**src/rtl/dfr0520_spi_master.sv**
```systemverilog
// Write-only SPI master for the MCP42xxx dual digital potentiometer (DFR0520).
// Sends {2'b00, cmd, 2'b00, sel, data} MSB first in mode 0,0 and holds one queued request.
module dfr0520_spi_master #(
  parameter int SCK_HALF = 1,
  parameter int CS_GAP   = 2
) (
  input  logic       clk_in,
  input  logic       rst,
  input  logic       EN,
  input  logic [1:0] cmd,
  input  logic [1:0] sel,
  input  logic [7:0] data,
  output logic       CS,
  output logic       SCK,
  output logic       MOSI,
  output logic       busy
);

  typedef enum logic [1:0] {IDLE, LEAD, SHIFT, GAP} state_t;

  state_t      r_state, w_state_nx;
  logic [15:0] r_shift, r_pend, r_cnt;
  logic        r_pend_v, r_en_d, r_armed, r_ph;
  logic [3:0]  r_bit;
  logic        r_cs, r_sck, r_mosi, r_busy;

  logic        w_rise, w_half_done, w_gap_done, w_load, w_cnt_clr;
  logic        w_cs, w_sck, w_mosi, w_busy;
  logic [15:0] w_frame_in;

  // EN held high across reset release must be seen low before it can start a frame.
  assign w_rise      = EN && !r_en_d && r_armed;
  assign w_half_done = (r_cnt == 16'(SCK_HALF - 1));
  assign w_gap_done  = (r_cnt == 16'(CS_GAP - 1));
  assign w_frame_in  = {2'b00, cmd, 2'b00, sel, data};

  always_ff @(posedge clk_in) begin
    if (rst) r_state <= IDLE;
    else     r_state <= w_state_nx;
  end

  always_comb begin
    w_state_nx = r_state;
    unique case (r_state)
      IDLE:  if (w_rise) w_state_nx = LEAD;
      LEAD:  if (w_half_done) w_state_nx = SHIFT;
      SHIFT: if (w_half_done && r_ph && (r_bit == 4'd0)) w_state_nx = GAP;
      GAP:   if (w_gap_done) w_state_nx = (r_pend_v || w_rise) ? LEAD : IDLE;
      default: w_state_nx = IDLE;
    endcase
    w_load    = (w_state_nx == LEAD) && (r_state != LEAD);
    w_cnt_clr = (w_state_nx != r_state) || (r_state == IDLE) ||
                ((r_state == SHIFT) && w_half_done);
    w_cs      = !((r_state == LEAD) || (r_state == SHIFT));
    w_sck     = (r_state == SHIFT) && !r_ph;
    w_mosi    = w_cs ? 1'b0 : r_shift[15];
    w_busy    = (r_state != IDLE);
  end

  always_ff @(posedge clk_in) begin
    if (rst) begin
      r_shift  <= '0;
      r_pend   <= '0;
      r_pend_v <= 1'b0;
      r_cnt    <= '0;
      r_bit    <= '0;
      r_ph     <= 1'b0;
      r_en_d   <= 1'b0;
      r_armed  <= !EN;
      r_cs     <= 1'b1;
      r_sck    <= 1'b0;
      r_mosi   <= 1'b0;
      r_busy   <= 1'b0;
    end else begin
      r_en_d  <= EN;
      r_armed <= r_armed || !EN;
      r_cnt   <= w_cnt_clr ? '0 : r_cnt + 16'd1;

      // A rise coinciding with a load from GAP is newer than the pending slot, so it wins.
      if (w_load) begin
        r_shift  <= w_rise ? w_frame_in : r_pend;
        r_pend_v <= 1'b0;
        r_bit    <= 4'd15;
        r_ph     <= 1'b0;
      end else begin
        if (w_rise && (r_state != IDLE)) begin
          r_pend   <= w_frame_in;
          r_pend_v <= 1'b1;
        end
        if ((r_state == SHIFT) && w_half_done) begin
          if (!r_ph) begin
            r_shift <= {r_shift[14:0], 1'b0};
            r_ph    <= 1'b1;
          end else begin
            r_ph  <= 1'b0;
            r_bit <= r_bit - 4'd1;
          end
        end
      end

      r_cs   <= w_cs;
      r_sck  <= w_sck;
      r_mosi <= w_mosi;
      r_busy <= w_busy;
    end
  end

  assign CS   = r_cs;
  assign SCK  = r_sck;
  assign MOSI = r_mosi;
  assign busy = r_busy;

endmodule

```
**config.mk**
```make
export PLATFORM = sky130hd
export DESIGN_NAME = dfr0520_spi_master
export DESIGN_NICKNAME = d
export VERILOG_FILES = /design/src/rtl/dfr0520_spi_master.sv
export SDC_FILE = /design/constraint.sdc
export NUM_CORES = 1
export LEC_CHECK = 0
export BUFFER_PORTS_ARGS = -buffer_cell sky130_fd_sc_hd__buf_2
export CAP_MARGIN = 25
export CORE_ASPECT_RATIO = 0.9
export CORE_MARGIN = 4
export CORE_UTILIZATION = 40
export CTS_CLUSTER_DIAMETER = 60
export DETAILED_ROUTE_END_ITERATION = 10
export PLACE_DENSITY = 0.67
export SLEW_MARGIN = 25
export SYNTH_ARGS = -nofsm -noshare
export SYNTH_HDL_FRONTEND = slang
export SYNTH_SLANG_ARGS = --single-unit
```
**constraint.sdc**
```tcl
create_clock -name clk_in -period 3.5 [get_ports clk_in]
set_input_delay 0.35 -clock clk_in [delete_from_list [all_inputs] [get_ports clk_in]]
set_output_delay 0.35 -clock clk_in [all_outputs]
set_load 0.01 [all_outputs]
```
==> Flow_metrics.wiki, run 1 <==
{| class="wikitable"
! Metric !! Value
|-
| Area growth, synth to finish || 13.1%
|-
| Multiplexer share of the synthesized area || 0.0571
|-
| CTS Buffer Depth || 2
|-
| Count of endpoints failing hold in the final timing report || 0
|-
| Wire length of the first global-routing pass || just over 9000 µm
|-
| Via count of the first global-routing pass || between 1500 and 2000
|-
| Unrepaired setup endpoints after global routing || no
|-
| CTS tree || yes
|-
| Worst setup EP type || flop
|-
| Data required time of the critical path || ~3.8 ns
|-
| Count of distinct cell types in the synthesized netlist || 43
|-
| Number of nets in the finished design || about 350
|-
| I/O pin cnt || 19
|-
| Number of hold-repair buffers added at the cts stage || 0
|-
| Count of pins over their slew limit || 0
|-
| Final Critical Period || ~2.5 ns
|-
| Gate count of the mapped netlist || 310
|-
| Vias post-DR || 2152
|-
| Cell area power density || 706 mW/mm²
|-
| Outcome || finished, final reports clean
|-
| Cts repair resizes || 0
|-
| TNS Setup || 0 ns
|-
| Classification of the worst-slack hold path || input pin to flop
|-
| Leakage || about 1.1 nW
|-
| Crit Path Max Fanout || 16
|-
| Hold_ws || approximately 0.23 ns
|-
| Register bit count reported by yosys || 58
|-
| Tot GR Track Use || 0.145
|-
| Number of DRC markers in iteration 0 || roughly 190
|-
| Relative slew slack || 0.565
|-
| Critical path start-end classification || flop to flop
|-
| Kind of launch point of the worst setup path || flop
|-
| Antenna violations before repair || 0
|-
| Arrival time at the worst endpoint || 2.77 ns
|-
| Compound-Gate Fraction of Synth Area || 0.186
|-
| Warning count from the yosys run || 0
|-
| Number of setup buffers added after CTS || 0
|-
| Total setup violations reported at the end of the flow || 0
|-
| Share of post-route cells with drive strength above 1 || 0.163
|-
| Global-route met1 utilization || 0.198
|-
| Area share of fa/ha/maj cells after synthesis || 0.0401
|-
| Clock sink total || 58
|-
| Routed wire length || 5520 µm
|-
| Met2 capacity usage during global routing || 0.208
|-
| Number of violations of the max-capacitance limit || 0
|-
| Number of diodes added for antenna fixing || 0
|-
| Remaining global-route overflow || 0
|-
| Horizontal die dimension || between 90 and 100 µm
|-
| Main combinational cell family by area after synthesis || simple AND/OR/NAND/NOR gates
|-
| Maximum vdd ir drop || 0.000368 V
|-
| Clock latency reported for the late side of the worst-skew pair || 0.33 ns
|-
| Maximum clock skew at final layout || 0.0110 ns
|-
| Number of clock buffers inserted by TritonCTS || 9
|-
| Clock-pin slew of the registers on the worst-case setup and hold paths || about 0.070 ns
|-
| Timing-limited maximum frequency || ~400 MHz
|-
| Initial core utilization || 0.419
|-
| Row count || 28
|-
| Gpl congestion || between 0.8 and 0.9
|-
| Die area || around 0.0084 mm²
|-
| GRT Max-Usage Layer || met2
|-
| Ratio of final minimum period to clock period || 0.717
|-
| Mapped Nets || around 330
|-
| Port-buffer cells || 18
|-
| Overall die height || slightly below 90 µm
|-
| CTS root buf || clkbuf_8
|-
| Pin count of the biggest net entering global routing || 37
|-
| Worst Tran Pin Value || between 0.6 and 0.7 ns
|-
| Post-Synthesis Mean Instance Area || slightly above 9 µm²
|-
| Xor/xnor cell area share of the yosys netlist || 0.0531
|-
| Post-DP HPWL || around 3600 µm
|-
| Placeable Area || ~0.0067 mm²
|-
| Part of the Yosys area used for sequential elements || 0.414
|-
| DRC violation count after routing || 0
|-
| Mapped cell area || 0.00281 mm²
|-
| Final antenna-violating net count || 0
|-
| Post-synthesis share of cell area spent on and, or, nand and nor gates || 0.198
|-
| 1st-pass router iterations || 4
|-
| Met3 track utilization from global routing || 0.0579
|-
| Routed wire per std cell || 13.3 µm
|-
| CTS H-Tree Depth || 3
|-
| Vias per cell || between 5 and 6
|-
| Filler Cell Count || roughly 630
|}
==> worst paths after layout <==
| path | from | cells past startpoint | slack (ns) | to |
|---|---|---|---|---|
| worst max-delay path | r_cnt[11] | 6 | 0.99 | r_cnt[3] |
| worst min-delay path | EN | 2 | 0.23 | r_armed |
| worst max register to register | r_cnt[11] | 6 | 0.99 | r_cnt[3] |
| worst min register to register | r_shift[15] | 2 | 0.44 | MOSI |
==> registers in the layout, indices dropped and copies added (netlist names) <==
signal	flops
CS	1
MOSI	1
SCK	1
busy	1
r_armed	1
r_bit	4
r_cnt	16
r_en_d	1
r_pend	12
r_pend_v	1
r_ph	1
r_shift	16
r_state	2
==> worst max-delay path, cell delays in order, from the launching register on <==
cell	delay [ns]
dfxtp_1	0.36
nor4_2	0.39
and4_1	0.42
and4_1	0.33
nor3_1	0.09
a2111o_1	0.68
nor2_1	0.18
==> logic make-up after synthesis <==
family                   Yosys count
XOR/XNOR                          17
adder cells (fa/ha/maj)            9
AO/OA/AOI/OAI                     74
AND/OR/NAND/NOR                  103
multiplexers                      16
buffers and inverters             33
flip-flops                        58
==> area by class of cell <==
class,instances,area (µm²),area share
clock buffers,11,131,0.0414
clock inverters,5,103,0.0323
inverters,12,45.0,0.0142
multi-input cells,219,1510,0.475
flip-flops and latches,58,1160,0.366
well taps,90,113,0.0355
repair buffers,21,113,0.0355
==> power breakdown <==
group,internal [W],total [W],leakage [nW],switching (W)
Combinational,0.000255,0.000648,0.537,0.000394
Sequential,0.000781,0.000855,0.472,0.0000738
Clock,0.000472,0.000737,0.114,0.000264
Total,0.00151,0.00224,1.12,0.000732
==> cell usage after synthesis, drive strengths merged <==
library cell / instances / area [µm²]
nor3b: 3 / 22.5
o32ai: 1 / 8.76
a311oi: 1 / 8.76
nand3b: 2 / 15.0
nand3: 15 / 75.1
o31a: 1 / 8.76
or3: 1 / 6.26
a31oi: 1 / 6.26
and2: 11 / 68.8
nor2: 34 / 135
and4: 4 / 35.0
and3: 2 / 12.5
a21o: 1 / 7.51
nor4: 4 / 52.6
a41oi: 1 / 8.76
a21oi: 25 / 125
clkbuf: 14 / 53.8
nand4: 5 / 31.3
nor3: 2 / 10.0
mux2i: 16 / 160
xor2: 11 / 96.3
xnor2: 6 / 52.6
a2111o: 1 / 11.3
nand2b: 2 / 12.5
o21ai: 6 / 33.8
nand2: 15 / 56.3
inv: 12 / 45.0
ha: 9 / 113
and3b: 2 / 17.5
o211a: 1 / 10.0
a211oi: 23 / 173
buf: 7 / 46.3
dfxtp: 58 / 1160
a21bo: 12 / 120
nor2b: 1 / 6.26
==> layer usage <==
layer	wire length, µm	part of all wire
met2	2410	0.44
met3	290	0.053
met5	0	0
met1	2750	0.50
met4	68	0.012
==> per-stage QoR <==
step / std cells / util / total power, W / worst slack [ns] / instance area, µm²
floorplan: 310 / - / 0.00137 / 1.26 / 2810
global placement: 400 / 0.439 / 0.00150 / 1.03 / 2940
detailed placement: 400 / 0.439 / 0.00151 / 1.00 / 2940
CTS: 416 / 0.474 / 0.00226 / 1.00 / 3170
global route: 416 / 0.474 / 0.00239 / 0.788 / 3170
finish: 416 / 0.474 / 0.00224 / 0.992 / 3170
==> placed cells by master, fill, tap and decap left out, types with 2 or more instances in the layout <==
| master | n |
|---|---|
| nand2b_1 | 2 |
| a21bo_2 | 12 |
| and2_1 | 11 |
| clkbuf_8 | 9 |
| nor3_1 | 2 |
| nand3b_1 | 2 |
| and3b_1 | 2 |
| a211oi_1 | 23 |
| bufinv_16 | 3 |
| nand3_1 | 15 |
| mux2i_1 | 16 |
| dfxtp_1 | 58 |
| nor3b_1 | 3 |
| and4_1 | 4 |
| nor4_2 | 2 |
| a21oi_1 | 25 |
| buf_4 | 3 |
| xnor2_1 | 6 |
| and3_1 | 2 |
| buf_2 | 18 |
| clkbuf_1 | 2 |
| nand2_1 | 15 |
| nand4_1 | 5 |
| ha_1 | 9 |
| nor2_1 | 33 |
| inv_1 | 12 |
| o21ai_0 | 4 |
| xor2_1 | 11 |
Note: power is estimated with default switching activity, not from simulation.
==> inputs of run 2 (changes only) <==
==> constraint.sdc (replaced) <==
create_clock -name clk_in -period 2.5 [get_ports clk_in]
set_input_delay 0.25 -clock clk_in [delete_from_list [all_inputs] [get_ports clk_in]]
set_output_delay 0.25 -clock clk_in [all_outputs]
set_load 0.01 [all_outputs]
==> run 2 against run 1 <==
  * Combinational power grew 54%
  * Final area up 1.3%
  * Die area unchanged
  * Wire length is 1.5% lower
  * Non-clock buffer count grew 7
  * Setup slack got worse by 0.82 ns
  * Highest routed layer unchanged
==> Flow_metrics.wiki, run 2 (same netlist as run 1, synthesis figures left out) <==
{| class="wikitable"
! Metric !! Value
|-
| Most common library cell in the layout ignoring fill and taps || dfxtp_1 (unchanged)
|-
| Maximum vdd ir drop || 0.000620 V (was 0.000368 V)
|-
| Die area || 0.00842 mm² (unchanged)
|-
| Slowest cell delay on critical path || 0.64 ns (was 0.68 ns)
|-
| Classification of the worst-slack hold path || input pin to flop (unchanged)
|-
| CTS tree || yes (unchanged)
|-
| Maximum clock skew at final layout || 0.00746 ns (was 0.0110 ns)
|-
| Overall die height || 87.5 µm (unchanged)
|-
| Area growth, synth to finish || 14.6% (was 13.1%)
|-
| Wire length of the first global-routing pass || 9060 µm (was 9270 µm)
|-
| Number of violations of the max-capacitance limit || 0 (unchanged)
|-
| Filler Cell Count || 627 (was 631)
|-
| Clock latency reported for the late side of the worst-skew pair || 0.33 ns (about the same)
|-
| Horizontal die dimension || 96.3 µm (unchanged)
|-
| Share of post-route cells with drive strength above 1 || 0.192 (was 0.163)
|-
| Number of diodes added for antenna fixing || 0 (unchanged)
|-
| Number of nets in the finished design || 352 (was 345)
|-
| Buffers plus inverters on the worst setup path || 1 (was 0)
|-
| Relative slew slack || 0.724 (was 0.565)
|-
| Worst Tran Pin Value || 0.409 ns (was 0.652 ns)
|-
| Vias post-DR || 2153 (was 2152)
|-
| Kind of launch point of the worst setup path || flop (unchanged)
|-
| Pin count of the biggest net entering global routing || 36 (was 37)
|-
| Hold_ws || 0.137 ns (was 0.229 ns)
|-
| Worst path cell trace || inv_1 > ha_1 > nor3b_1 > nand4_1 > mux2i_2 > nor3_1 > a2111o_2 > nor2_1 (was nor4_2 > and4_1 > and4_1 > nor3_1 > a2111o_1 > nor2_1)
|-
| Number of clock buffers inserted by TritonCTS || 9 (unchanged)
|-
| Number of cells on the worst reg-to-reg path || 8 (was 6)
|-
| Routed wire per std cell || 12.8 µm (was 13.3 µm)
|-
| Family with the most delay on the worst path || simple AND/OR/NAND/NOR gates (unchanged)
|-
| Top library cells by usage in the layout, fill and taps aside || dfxtp_1, nor2_1, a21oi_1, a211oi_1, buf_2 (unchanged)
|-
| Critical path start-end classification || flop to flop (unchanged)
|-
| Cell area power density || 952 mW/mm² (was 706 mW/mm²)
|-
| Clock-pin slew of the registers on the worst-case setup and hold paths || 0.06 ns (was 0.07 ns)
|-
| Slack of the worst reg-to-reg path || 0.17 ns (was 0.99 ns)
|-
| Routed wire length || 5430 µm (was 5520 µm)
|-
| Cts repair resizes || 0 (unchanged)
|-
| Ratio of final minimum period to clock period || 0.932 (was 0.717)
|-
| Slowest stage cell on the critical path || a2111o_2 (was a2111o_1)
|-
| Number of DRC markers in iteration 0 || 129 (was 186)
|-
| Row count || 28 (unchanged)
|-
| CTS root buf || clkbuf_8 (unchanged)
|-
| Data required time of the critical path || 2.76 ns (was 3.76 ns)
|-
| Crit Path Max Fanout || 16 (unchanged)
|-
| Destination of the critical timing path || r_cnt[11] (was r_cnt[3])
|-
| Final antenna-violating net count || 0 (unchanged)
|-
| Count of pins over their slew limit || 0 (unchanged)
|-
| 1st-pass router iterations || 4 (unchanged)
|-
| Count of endpoints failing hold in the final timing report || 0 (unchanged)
|-
| Worst setup EP type || flop (unchanged)
|-
| Leakage || 1.14 nW (was 1.12 nW)
|-
| Number of setup buffers added after CTS || 0 (unchanged)
|-
| TNS Setup || 0 ns (unchanged)
|-
| Worst r2r src || r_cnt[1] (was r_cnt[11])
|-
| Startpoint of the most critical setup path || r_cnt[1] (was r_cnt[11])
|-
| Outcome || finished, final reports clean (unchanged)
|-
| Initial core utilization || 0.419 (unchanged)
|-
| Hold_sp || EN (unchanged)
|-
| Antenna violations before repair || 0 (unchanged)
|-
| I/O pin cnt || 19 (unchanged)
|-
| Timing-limited maximum frequency || 429 MHz (was 399 MHz)
|-
| Vias per cell || 5.09 (was 5.17)
|-
| Tot GR Track Use || 0.139 (was 0.145)
|-
| Number of hold-repair buffers added at the cts stage || 0 (unchanged)
|-
| RR Endpoint || r_cnt[11] (was r_cnt[3])
|-
| CTS Buffer Depth || 2 (unchanged)
|-
| Number of logic stages on the critical path including buffering || 8 (was 6)
|-
| Via count of the first global-routing pass || 1939 (was 1913)
|-
| Final Critical Period || 2.33 ns (was 2.51 ns)
|-
| DRC violation count after routing || 0 (unchanged)
|-
| Arrival time at the worst endpoint || 2.59 ns (was 2.77 ns)
|-
| Gpl congestion || 0.888 (was 0.822)
|-
| Unrepaired setup endpoints after global routing || no (unchanged)
|-
| Port-buffer cells || 18 (unchanged)
|-
| Leading registers by flop count || r_cnt x16, r_shift x16, r_pend x12 (unchanged)
|-
| Total setup violations reported at the end of the flow || 0 (unchanged)
|-
| Post-DP HPWL || 3670 µm (was 3600 µm)
|-
| Placeable Area || 0.00669 mm² (unchanged)
|-
| CTS H-Tree Depth || 3 (unchanged)
|-
| Remaining global-route overflow || 0 (unchanged)
|-
| Clock sink total || 58 (unchanged)
|}
run 2: power breakdown:
| part | total, W | leakage, nW | internal, W | switching [W] |
|---|---|---|---|---|
| Combinational | 0.00100 | 0.572 | 0.000423 | 0.000579 |
| Sequential | 0.00119 | 0.472 | 0.00109 | 0.0000955 |
| Clock | 0.000870 | 0.0986 | 0.000513 | 0.000357 |
| Total | 0.00306 | 1.14 | 0.00203 | 0.00103 |
run 2: worst min-delay path by stage:
stage | end | slack, ns | cells past startpoint
after floorplan | r_armed | 0.33 | 1
after global placement | MOSI | 0.44 | 2
after detailed placement | MOSI | 0.44 | 2
after CTS | r_armed | 0.12 | 2
after global routing | r_armed | 0.12 | 2
final | r_armed | 0.14 | 2
run 2: metrics by stage:
| stage | power (W) | setup slack, ns | area [µm²] | cells | util |
|---|---|---|---|---|---|
| floorplan | 0.00191 | 0.262 | 2810 | 310 | - |
| global placement | 0.00219 | 0.129 | 3000 | 407 | 0.449 |
| detailed placement | 0.00220 | 0.0757 | 3000 | 407 | 0.449 |
| CTS | 0.00309 | 0.0669 | 3210 | 423 | 0.480 |
| global route | 0.00328 | 0.00639 | 3220 | 423 | 0.481 |
| finish | 0.00306 | 0.169 | 3220 | 423 | 0.481 |
run 2: metal layers:
metal,vias to the layer above,track usage,wire (µm)
met5,-,0,0
met4,0,0.0535,73
met3,7,0.0441,192
met2,31,0.204,2380
met1,986,0.189,2780
li1,1129,-,-
run 2: final cells by class:
| cell class | instances | area [µm²] | area share |
|---|---|---|---|
| Inverter | 12 | 45.0 | 0.0140 |
| Timing Repair Buffer | 28 | 178 | 0.0553 |
| Multi-Input combinational cell | 219 | 1510 | 0.471 |
| Sequential cell | 58 | 1160 | 0.361 |
| Clock inverter | 4 | 50.0 | 0.0156 |
| Tap cell | 90 | 113 | 0.0350 |
| Clock buffer | 12 | 155 | 0.0482 |
==> inputs of run 3 (changes only) <==
==> constraint.sdc (replaced) <==
create_clock -name clk_in -period 2.22 [get_ports clk_in]
set_input_delay 0.222 -clock clk_in [delete_from_list [all_inputs] [get_ports clk_in]]
set_output_delay 0.222 -clock clk_in [all_outputs]
set_load 0.01 [all_outputs]
==> run 3 against run 2 <==
  * Sequential power rose by 13%
  * Non-clock buffer count rose by 13
  * Die area did not move
  * Critical path type unchanged
  * Combinational power rose by 30%
  * Critical path depth did not move
  * Via count rose by 5.2%
  * Largest cell class unchanged
  * Final area rose by 6.1%
  * Setup slack got worse by 0.10 ns
  * Power rose by 21%
  * First-iteration DRC count rose by 14%
  * Flip-flop and latch count did not move
  * Sequential share of layout area fell by 2.0 points
==> Flow_metrics.wiki, run 3 (same netlist as run 1, synthesis figures left out) <==
{| class="wikitable"
! Metric !! Value
|-
| Outcome || finished, final reports clean (unchanged)
|-
| Number of violations of the max-capacitance limit || 0 (unchanged)
|-
| Final Critical Period || 2.15 ns (was 2.33 ns)
|-
| Hold_ws || 0.0958 ns (was 0.137 ns)
|-
| Horizontal die dimension || 96.3 µm (unchanged)
|-
| Vias post-DR || 2265 (was 2153)
|-
| Number of clock buffers inserted by TritonCTS || 9 (unchanged)
|-
| Unrepaired setup endpoints after global routing || yes (was no)
|-
| TNS Setup || 0 ns (unchanged)
|-
| Data required time of the critical path || 2.49 ns (was 2.76 ns)
|-
| Post-DP HPWL || 4010 µm (was 3670 µm)
|-
| Routed wire per std cell || 13.8 µm (was 12.8 µm)
|-
| Vias per cell || 5.21 (was 5.09)
|-
| PnR worst setup slack || 0.0696 ns (was 0.169 ns)
|-
| Worst r2r src || r_state[0] (was r_cnt[1])
|-
| Buffers plus inverters on the worst setup path || 2 (was 1)
|-
| Classification of the worst-slack hold path || input pin to flop (unchanged)
|-
| CTS tree || yes (unchanged)
|-
| Slowest cell delay on critical path || 0.38 ns (was 0.64 ns)
|-
| Top library cells by usage in the layout, fill and taps aside || dfxtp_1, nor2_1, a21oi_1, a211oi_1, buf_4 (was dfxtp_1, nor2_1, a21oi_1, a211oi_1, buf_2)
|-
| Number of cells on the worst reg-to-reg path || 8 (unchanged)
|-
| Number of nets in the finished design || 365 (was 352)
|-
| Worst Tran Pin Value || 0.405 ns (was 0.409 ns)
|-
| Die area || 0.00842 mm² (unchanged)
|-
| Share of post-route cells with drive strength above 1 || 0.243 (was 0.192)
|-
| Overall die height || 87.5 µm (unchanged)
|-
| Count of pins over their slew limit || 0 (unchanged)
|-
| CTS root buf || clkbuf_8 (unchanged)
|-
| Number of logic stages on the critical path including buffering || 8 (unchanged)
|-
| Leading registers by flop count || r_cnt x16, r_shift x16, r_pend x12 (unchanged)
|-
| CTS Buffer Depth || 2 (unchanged)
|-
| Final antenna-violating net count || 0 (unchanged)
|-
| Clock latency reported for the late side of the worst-skew pair || 0.34 ns (was 0.33 ns)
|-
| Cell area power density || 1090 mW/mm² (was 952 mW/mm²)
|-
| Post-Place Worst Slack || -0.0307 ns (was 0.0757 ns)
|-
| Remaining global-route overflow || 0 (unchanged)
|-
| Via count of the first global-routing pass || 2055 (was 1939)
|-
| Gpl congestion || 0.918 (was 0.888)
|-
| Tot GR Track Use || 0.151 (was 0.139)
|-
| Wire length of the first global-routing pass || 9780 µm (was 9060 µm)
|-
| Number of diodes added for antenna fixing || 0 (unchanged)
|-
| Leakage || 1.27 nW (was 1.14 nW)
|-
| 1st-pass router iterations || 4 (unchanged)
|-
| Pin count of the biggest net entering global routing || 36 (unchanged)
|-
| Worst path cell trace || inv_1 > ha_1 > a21oi_1 > o21ai_4 > o31a_1 > a2111o_1 > buf_6 > nor2_1 (was inv_1 > ha_1 > nor3b_1 > nand4_1 > mux2i_2 > nor3_1 > a2111o_2 > nor2_1)
|-
| Slowest stage cell on the critical path || dfxtp_1 (was a2111o_2)
|-
| Routed wire length || 6010 µm (was 5430 µm)
|-
| Worst setup EP type || flop (unchanged)
|-
| Total setup violations reported at the end of the flow || 0 (unchanged)
|-
| Cell count after placement || 418 (was 407)
|-
| Number of standard cells in the final layout excluding fillers || 435 (was 423)
|-
| Arrival time at the worst endpoint || 2.42 ns (was 2.59 ns)
|-
| Area growth, synth to finish || 21.6% (was 14.6%)
|-
| Placeable Area || 0.00669 mm² (unchanged)
|-
| Family with the most delay on the worst path || compound AO/OA/AOI/OAI gates (was simple AND/OR/NAND/NOR gates)
|-
| Antenna violations before repair || 0 (unchanged)
|-
| Hold_sp || EN (unchanged)
|-
| Maximum clock skew at final layout || 0.0128 ns (was 0.00746 ns)
|-
| CTS H-Tree Depth || 3 (unchanged)
|-
| Timing-limited maximum frequency || 465 MHz (was 429 MHz)
|-
| Kind of launch point of the worst setup path || flop (unchanged)
|-
| I/O pin cnt || 19 (unchanged)
|-
| Number of DRC markers in iteration 0 || 147 (was 129)
|-
| Clock sink total || 58 (unchanged)
|-
| DRC violation count after routing || 0 (unchanged)
|-
| Row count || 28 (unchanged)
|-
| Maximum vdd ir drop || 0.000557 V (was 0.000620 V)
|-
| Relative slew slack || 0.726 (was 0.724)
|-
| Crit Path Max Fanout || 16 (unchanged)
|-
| Port-buffer cells || 18 (unchanged)
|-
| Clock-pin slew of the registers on the worst-case setup and hold paths || 0.06 ns (about the same)
|-
| Number of hold-repair buffers added at the cts stage || 0 (unchanged)
|-
| Ratio of final minimum period to clock period || 0.969 (was 0.932)
|-
| Critical path start-end classification || flop to flop (unchanged)
|-
| Initial core utilization || 0.419 (unchanged)
|-
| Count of endpoints failing hold in the final timing report || 0 (unchanged)
|-
| Most common library cell in the layout ignoring fill and taps || dfxtp_1 (unchanged)
|-
| Startpoint of the most critical setup path || r_state[0] (was r_cnt[1])
|-
| Worst hold path cell count || 2 (unchanged)
|}
run 3: worst register-to-register path, delay by kind of cell (launching register included):
kind | cells | cell delay, ns
adders and majority gates | 1 | 0.28
buffers and inverters | 2 | 0.27
AOI/OAI and AO/OA | 4 | 1.04
and+or+nand+nor | 1 | 0.12
DFF | 1 | 0.38
run 3: where the power goes:
part,switching (W),internal (W),total (W)
clock,0.000416,0.000654,0.00107
sequential,0.000121,0.00123,0.00135
combinational,0.000702,0.000594,0.00130
run 3: metal layers:
metal  vias to the layer above  routed length, µm  GRT usage
met5                         -                  0          0
met4                         0                 69     0.0573
li1                       1160                  -          -
met2                        27               2690      0.219
met1                      1072               3070      0.210
met3                         6                189     0.0441
run 3: worst paths after layout:
| kind | endpoint | slack [ns] |
|---|---|---|
| worst max-delay path | r_cnt[14] | 0.07 |
| worst max register to register | r_cnt[14] | 0.07 |
| worst min-delay path | r_armed | 0.1 |
| worst min register to register | MOSI | 0.45 |
run 3: final cells by class:
type / count / area [µm²]
multi-input combinational: 219 / 1570
fill: 600 / 3280
inverter: 12 / 45.0
timing repair buffer: 41 / 309
clock inverter: 5 / 78.8
sequential: 58 / 1160
tap: 90 / 113
clock buffer: 10 / 138
run 3: per-stage QoR:
stage / power [W] / utilization / instance area [µm²]
3_3_place_gp: 0.00246 / 0.463 / 3100
3_5_place_dp: 0.00250 / 0.463 / 3100
5_1_grt: 0.00396 / 0.510 / 3410
2_1_floorplan: 0.00215 / - / 2810
6_report: 0.00372 / 0.510 / 3410
4_1_cts: 0.00359 / 0.496 / 3320
run 3: repair_timing:
action,in CTS,in global routing
buffers inserted,0,1
gates resized for setup,2,15
gates cloned,0,1
pin swaps,0,3
setup endpoints to repair,18,47
